**src/rtl/ss_msg_scroll_if.sv**
```systemverilog
// Message scroller bus: message load request in, per-digit decoder codes/enables out.
// The master side loads messages; the slave side (the scroller) drives the digit bank.
interface ss_msg_scroll_if #(
  parameter int NDIGITS = 4,
  parameter int MSG_LEN = 8
);
  localparam int LW = $clog2(MSG_LEN + 1);

  logic                   load;
  logic [LW-1:0]          msg_len;
  logic [5*MSG_LEN-1:0]   msg_data;
  logic                   busy;
  logic                   done;
  logic [5*NDIGITS-1:0]   digit_code;
  logic [NDIGITS-1:0]     digit_en;

  modport master (
    output load, msg_len, msg_data,
    input  busy, done, digit_code, digit_en
  );

  modport slave (
    input  load, msg_len, msg_data,
    output busy, done, digit_code, digit_en
  );
endinterface

```
**src/rtl/ss_msg_scroll.sv**
```systemverilog
// Right-to-left message scroller feeding a bank of ssdec2 seven-segment decoders.
// Define SS_SCROLL_LOOP_EN to repeat the pass forever and accept reloads while scrolling.
module ss_msg_scroll #(
  parameter int NDIGITS   = 4,
  parameter int MSG_LEN   = 8,
  parameter int SHIFT_DIV = 50
) (
  input  logic              clk,
  input  logic              nrst,
  ss_msg_scroll_if.slave    bus
);
  localparam int LW = $clog2(MSG_LEN + 1);
  localparam int SW = $clog2(MSG_LEN + NDIGITS + 1);
  localparam int PW = (SHIFT_DIV > 1) ? $clog2(SHIFT_DIV) : 1;
  localparam logic [PW-1:0] PRE_MAX = PW'(SHIFT_DIV - 1);
  localparam logic [LW-1:0] LEN_MAX = LW'(MSG_LEN);
  localparam logic [SW-1:0] NDIG_S  = SW'(NDIGITS);

  typedef enum logic {IDLE, SCROLL} state_t;

  state_t                 state_q, state_d;
  logic [5*MSG_LEN-1:0]   msg_q, msg_d;
  logic [LW-1:0]          len_q, len_d;
  logic [LW-1:0]          idx_q, idx_d;
  logic [SW-1:0]          step_q, step_d;
  logic [PW-1:0]          pre_q, pre_d;
  logic                   busy_q, busy_d;
  logic                   done_q, done_d;
  logic [5*NDIGITS-1:0]   code_q, code_d;
  logic [NDIGITS-1:0]     en_q, en_d;

  logic                   accept, start, fire;
  logic [LW-1:0]          eff_len;
  logic [SW-1:0]          step_inc;
  logic [5*MSG_LEN-1:0]   msg_shifted;
  logic [4:0]             head_code;
  logic                   head_en;
  logic [5*NDIGITS-1:0]   shift_code;
  logic [NDIGITS-1:0]     shift_en;

  assign accept   = bus.load && (bus.msg_len != '0);
  assign eff_len  = (bus.msg_len > LEN_MAX) ? LEN_MAX : bus.msg_len;
  assign fire     = (pre_q == PRE_MAX);
  assign step_inc = step_q + 1'b1;

`ifdef SS_SCROLL_LOOP_EN
  assign start = accept;
`else
  assign start = accept && (state_q == IDLE);
`endif

  // Character entering at the right edge; blank once the message is exhausted.
  assign msg_shifted = msg_q >> (32'(idx_q) * 32'd5);
  assign head_en     = (idx_q < len_q);
  assign head_code   = head_en ? msg_shifted[4:0] : 5'd0;

  assign shift_code[4:0] = head_code;
  assign shift_en[0]     = head_en;
  for (genvar gi = 1; gi < NDIGITS; gi++) begin : g_shift
    assign shift_code[5*gi +: 5] = code_q[5*(gi-1) +: 5];
    assign shift_en[gi]          = en_q[gi-1];
  end

  always_comb begin
    state_d = state_q;
    msg_d   = msg_q;
    len_d   = len_q;
    idx_d   = idx_q;
    step_d  = step_q;
    pre_d   = pre_q;
    code_d  = code_q;
    en_d    = en_q;
    done_d  = 1'b0;
    busy_d  = start || (state_q == SCROLL);

    if (start) begin
      msg_d   = bus.msg_data;
      len_d   = eff_len;
      code_d  = '0;
      en_d    = '0;
      idx_d   = '0;
      step_d  = '0;
      pre_d   = PRE_MAX;
      state_d = SCROLL;
    end else if (state_q == SCROLL) begin
      pre_d = fire ? '0 : pre_q + 1'b1;
      if (fire) begin
        code_d = shift_code;
        en_d   = shift_en;
        if (head_en) begin
          idx_d = idx_q + 1'b1;
        end
        step_d = step_inc;
        // Last char has walked off the left edge: the window is blank now.
        if (step_inc == (SW'(len_q) + NDIG_S)) begin
          done_d = 1'b1;
`ifdef SS_SCROLL_LOOP_EN
          idx_d  = '0;
          step_d = '0;
`else
          state_d = IDLE;
`endif
        end
      end
    end
  end

  always_ff @(posedge clk or negedge nrst) begin
    if (!nrst) begin
      state_q <= IDLE;
      msg_q   <= '0;
      len_q   <= '0;
      idx_q   <= '0;
      step_q  <= '0;
      pre_q   <= '0;
      busy_q  <= 1'b0;
      done_q  <= 1'b0;
      code_q  <= '0;
      en_q    <= '0;
    end else begin
      state_q <= state_d;
      msg_q   <= msg_d;
      len_q   <= len_d;
      idx_q   <= idx_d;
      step_q  <= step_d;
      pre_q   <= pre_d;
      busy_q  <= busy_d;
      done_q  <= done_d;
      code_q  <= code_d;
      en_q    <= en_d;
    end
  end

  assign bus.busy       = busy_q;
  assign bus.done       = done_q;
  assign bus.digit_code = code_q;
  assign bus.digit_en   = en_q;
endmodule

```
**src/flat_wrapper.sv**
```systemverilog
// flat-port wrapper written by rule: the top's interface ports become plain ports
module ss_msg_scroll_flat 
#(
  parameter int NDIGITS   = 4,
  parameter int MSG_LEN   = 8,
  parameter int SHIFT_DIV = 50
)
  (clk, nrst, bus_load, bus_msg_len, bus_msg_data, bus_busy, bus_done, bus_digit_code, bus_digit_en);
  ss_msg_scroll_if #(.NDIGITS(NDIGITS), .MSG_LEN(MSG_LEN)) bus_i ();
  input  logic clk;
  input  logic nrst;
  input wire logic [$bits(bus_i.load)-1:0] bus_load;
  input wire logic [$bits(bus_i.msg_len)-1:0] bus_msg_len;
  input wire logic [$bits(bus_i.msg_data)-1:0] bus_msg_data;
  output wire logic [$bits(bus_i.busy)-1:0] bus_busy;
  output wire logic [$bits(bus_i.done)-1:0] bus_done;
  output wire logic [$bits(bus_i.digit_code)-1:0] bus_digit_code;
  output wire logic [$bits(bus_i.digit_en)-1:0] bus_digit_en;
  assign bus_i.load = bus_load;
  assign bus_i.msg_len = bus_msg_len;
  assign bus_i.msg_data = bus_msg_data;
  assign bus_busy = bus_i.busy;
  assign bus_done = bus_i.done;
  assign bus_digit_code = bus_i.digit_code;
  assign bus_digit_en = bus_i.digit_en;
  ss_msg_scroll #(.NDIGITS(NDIGITS), .MSG_LEN(MSG_LEN), .SHIFT_DIV(SHIFT_DIV)) u_core (.clk(clk), .nrst(nrst), .bus(bus_i));
endmodule
```
**config.mk**
```make
export PLATFORM = sky130hd
export DESIGN_NAME = ss_msg_scroll_flat
export DESIGN_NICKNAME = d
export VERILOG_FILES = /design/src/rtl/ss_msg_scroll_if.sv /design/src/rtl/ss_msg_scroll.sv /design/src/flat_wrapper.sv
export SDC_FILE = /design/constraint.sdc
export NUM_CORES = 1
export LEC_CHECK = 0
export ABC_AREA = 1
export CELL_PAD_IN_SITES_DETAIL_PLACEMENT = 0
export CELL_PAD_IN_SITES_GLOBAL_PLACEMENT = 1
export CORE_UTILIZATION = 33
export CTS_CLUSTER_DIAMETER = 30
export DETAILED_ROUTE_END_ITERATION = 10
export MAX_ROUTING_LAYER = met4
export PLACE_DENSITY = 0.76
export SLEW_MARGIN = 20
export SYNTH_ARGS = -nofsm -noshare
export SYNTH_HDL_FRONTEND = slang
export SYNTH_SLANG_ARGS = --single-unit
```
**constraint.sdc**
```tcl
create_clock -name clk -period 4.1 [get_ports clk]
set_input_delay 0.82 -clock clk [delete_from_list [all_inputs] [get_ports clk]]
set_output_delay 0.82 -clock clk [all_outputs]
set_load 0.005 [all_outputs]
```
==> impl_metrics.json <==
{
  "outcome": "finished clean",
  "dpl.cell_count": 717,
  "syn_inst": 494,
  "critPathLaunchType": "input port",
  "final_nets": 614,
  "r2r_slack_ns": 1.81,
  "post_cts_resized": 0,
  "first_pass_iters": 4,
  "worstRegToRegCells": 7,
  "dieArea_sq_um": 13090,
  "endpoint": "u_core.msg_q[34]",
  "grt.overflow.total": 0,
  "wl_per_cell_um": 12.41,
  "holdCritPathClass": "reg2reg",
  "cts_made_buffers": 9,
  "irDropWorstVdd_mv": 0.1814,
  "synth_ff_type": "dfrtp_1",
  "drtIter0Drc": 136,
  "clkTransAtPathRegs_ns": 0.07,
  "synth-edff-count": 0,
  "instances_no_fill": 733,
  "cp_max_fo": 69,
  "ctsHoldBuffers": 0,
  "fmax_ghz": 0.3933,
  "ys_ff_latch": 85,
  "hold_viol": 0,
  "grt_pass1_vias": 3422,
  "synthesis.area_sq_um": 4169,
  "synth_area_per_cell_sq_um": 8.439,
  "clock_latency_ns": 0.34,
  "p_leak_nw": 2.561,
  "relSlewSlack_pct": 36.08,
  "cts.sinks": 85,
  "synth.area.top_cells": "dfrtp_1 51%, nand2_1 11%, inv_1 6.7%",
  "rr_startpoint": "u_core.idx_q[0]",
  "grt_pass1_wl_um": 15700,
  "cts.path.max_buffers": 2,
  "maxSlewViolCount": 0,
  "fin_skew_ns": 0.007830,
  "grt_usage_pct": 15.69,
  "coreArea_sq_um": 12160,
  "syn2layout_area_growth_pct": 26.17,
  "worst_pin_slew_ns": 0.9588,
  "setup_violations": 0,
  "ios": 73,
  "start_util_pct": 34.28,
  "yosysSeqAreaShare_pct": 51.02,
  "avgViaCountPerCell": 4.473,
  "drive_gt1_share_pct": 7.080,
  "post_cts_buffers": 0,
  "grt_start_max_net_pins": 76,
  "cts_max_level": 3,
  "report.power.total_mw": 1.724,
  "dp_hpwl_um": 6312,
  "required_ns": 4.31,
  "ys_types": 32,
  "async_flop_share_pct": 100.0,
  "antennaDiodeCount": 0,
  "synth_top_area_share_pct": 51.02,
  "yosysTopAreaCell": "dfrtp_1",
  "yosys_warnings": 0,
  "reg2reg_to": "u_core.bus.digit_code[0]",
  "end_kind": "flip-flop",
  "via_count": 3279,
  "die_height_um": 114.4,
  "hold_ws_ns": 0.4854,
  "cts_root_buf": "clkbuf_16",
  "rows": 40,
  "fin_tns_setup_ns": 0,
  "numPortBuffers": 72,
  "arrival_ns": 2.76,
  "ant_nets": 0,
  "grt_setup_unrepaired": "false",
  "cts_tree": "yes",
  "drcViolationCount": 0,
  "finalWirelength_um": 9098,
  "post-route-min-period_ns": 2.543,
  "p_per_area_nw_per_um2": 327.8,
  "routabilityCongestion": 0.7637,
  "cap_violations": 0,
  "finalCritPeriodShare_pct": 62.02,
  "die_width_um": 114.4,
  "critPathKind": "in2reg",
  "grt_antenna_before_repair": 0,
  "crit_start": "bus_msg_len[0]",
  "synth.net_count": 548
}
[through the flow]
stage	worst slack (ns)	utilization, %	cell area (sq um)
2_1_floorplan	2.375	-	4169
3_3_place_gp	1.236	40.78	4960
3_5_place_dp	1.183	40.78	4960
5_1_grt	1.377	43.25	5260
6_report	1.557	43.25	5260
4_1_cts	1.531	43.25	5260
[registers in the layout, indices dropped and copies added, names as in the netlist]
register and flops:
u_core.bus.busy 1, u_core.bus.digit_code 20, u_core.bus.digit_en 4, u_core.bus.done 1
u_core.idx_q 4, u_core.len_q 4, u_core.msg_q 40, u_core.pre_q 6
u_core.state_q 1, u_core.step_q 4
[synth_stat cells (all sizes together), types with 2 or more instances]
cell	instances
nand2	124
dfrtp	85
inv	76
nor2	53
a21oi	44
nand3	43
buf	18
o21ai	18
o22ai	11
ha	7
nand4	4
xor2	4
o211ai	2
xnor2	2
[routing by layer]
metal  up-vias  global-route usage [%]  wire length [um]
met4         0                   5.974               123
met2        49                   25.78              4407
met5         -                       -                 0
met3         9                   2.382               261
met1      1542                   19.57              4306
li1       1679                       -                 -
[kinds of logic (layout without fill, tap and decap cells)]
logic type | Yosys count | in the layout | synth area share (%)
xor+xnor | 6 | 6 | 1.260
flops | 85 | 85 | 51.02
compound gates | 76 | 76 | 11.16
fa+ha+maj | 7 | 7 | 2.101
simple gates | 224 | 224 | 23.68
buf+inv | 96 | 167 | 10.77
[critical path, stage by stage]
cell	delay (ns)
clkdlybuf4s50_1	0.46
inv_1	0.05
nand4_1	0.18
nand3_4	0.57
buf_4	0.47
nor2_1	0.12
a21oi_1	0.05
[worst min path at each step]
| stage | start | to | depth (start not counted) |
|---|---|---|---|
| final | u_core.bus.digit_code[16] | u_core.bus.digit_code[16] | 2 |
| after global routing | u_core.bus.digit_code[17] | u_core.bus.digit_code[17] | 2 |
| after CTS | u_core.bus.digit_code[17] | u_core.bus.digit_code[17] | 2 |
| after detailed placement | u_core.bus.digit_code[17] | u_core.bus.digit_code[17] | 2 |
| after global placement | u_core.bus.digit_en[3] | u_core.bus.digit_en[3] | 2 |
| after floorplan | u_core.bus.digit_code[15] | u_core.bus.digit_code[15] | 2 |
[layout by cell type, fill, tap and decap left out, types with 4 or more instances in the layout]
| cell type | netlist | layout |
|---|---|---|
| nor2_1 | 50 | 50 |
| a21oi_1 | 43 | 43 |
| o21ai_0 | 17 | 17 |
| clkbuf_16 | 0 | 9 |
| o22ai_2 | 9 | 9 |
| inv_1 | 74 | 74 |
| nand4_1 | 4 | 4 |
| xor2_1 | 4 | 4 |
| ha_1 | 7 | 7 |
| dfrtp_1 | 85 | 85 |
| nand2_1 | 121 | 121 |
| clkdlybuf4s50_1 | 0 | 71 |
| nand3_1 | 40 | 40 |
[cell type report]
type	count	area [sq um]
timing repair buffer	74	733.2
clock buffer	10	229.0
fill	1222	6902
clock inverter	6	71.32
inverter	77	296.5
multi-input combinational	313	1593
tap	168	210.2
sequential	85	2127
[power breakdown]
| part | internal, mW | leakage, nW | switching, mW |
|---|---|---|---|
| logic | 0.0390 | 1.62 | 0.0251 |
| registers | 0.838 | 0.796 | 0 |
| clock network | 0.478 | 0.140 | 0.344 |
(Power assumes the default switching activity.)
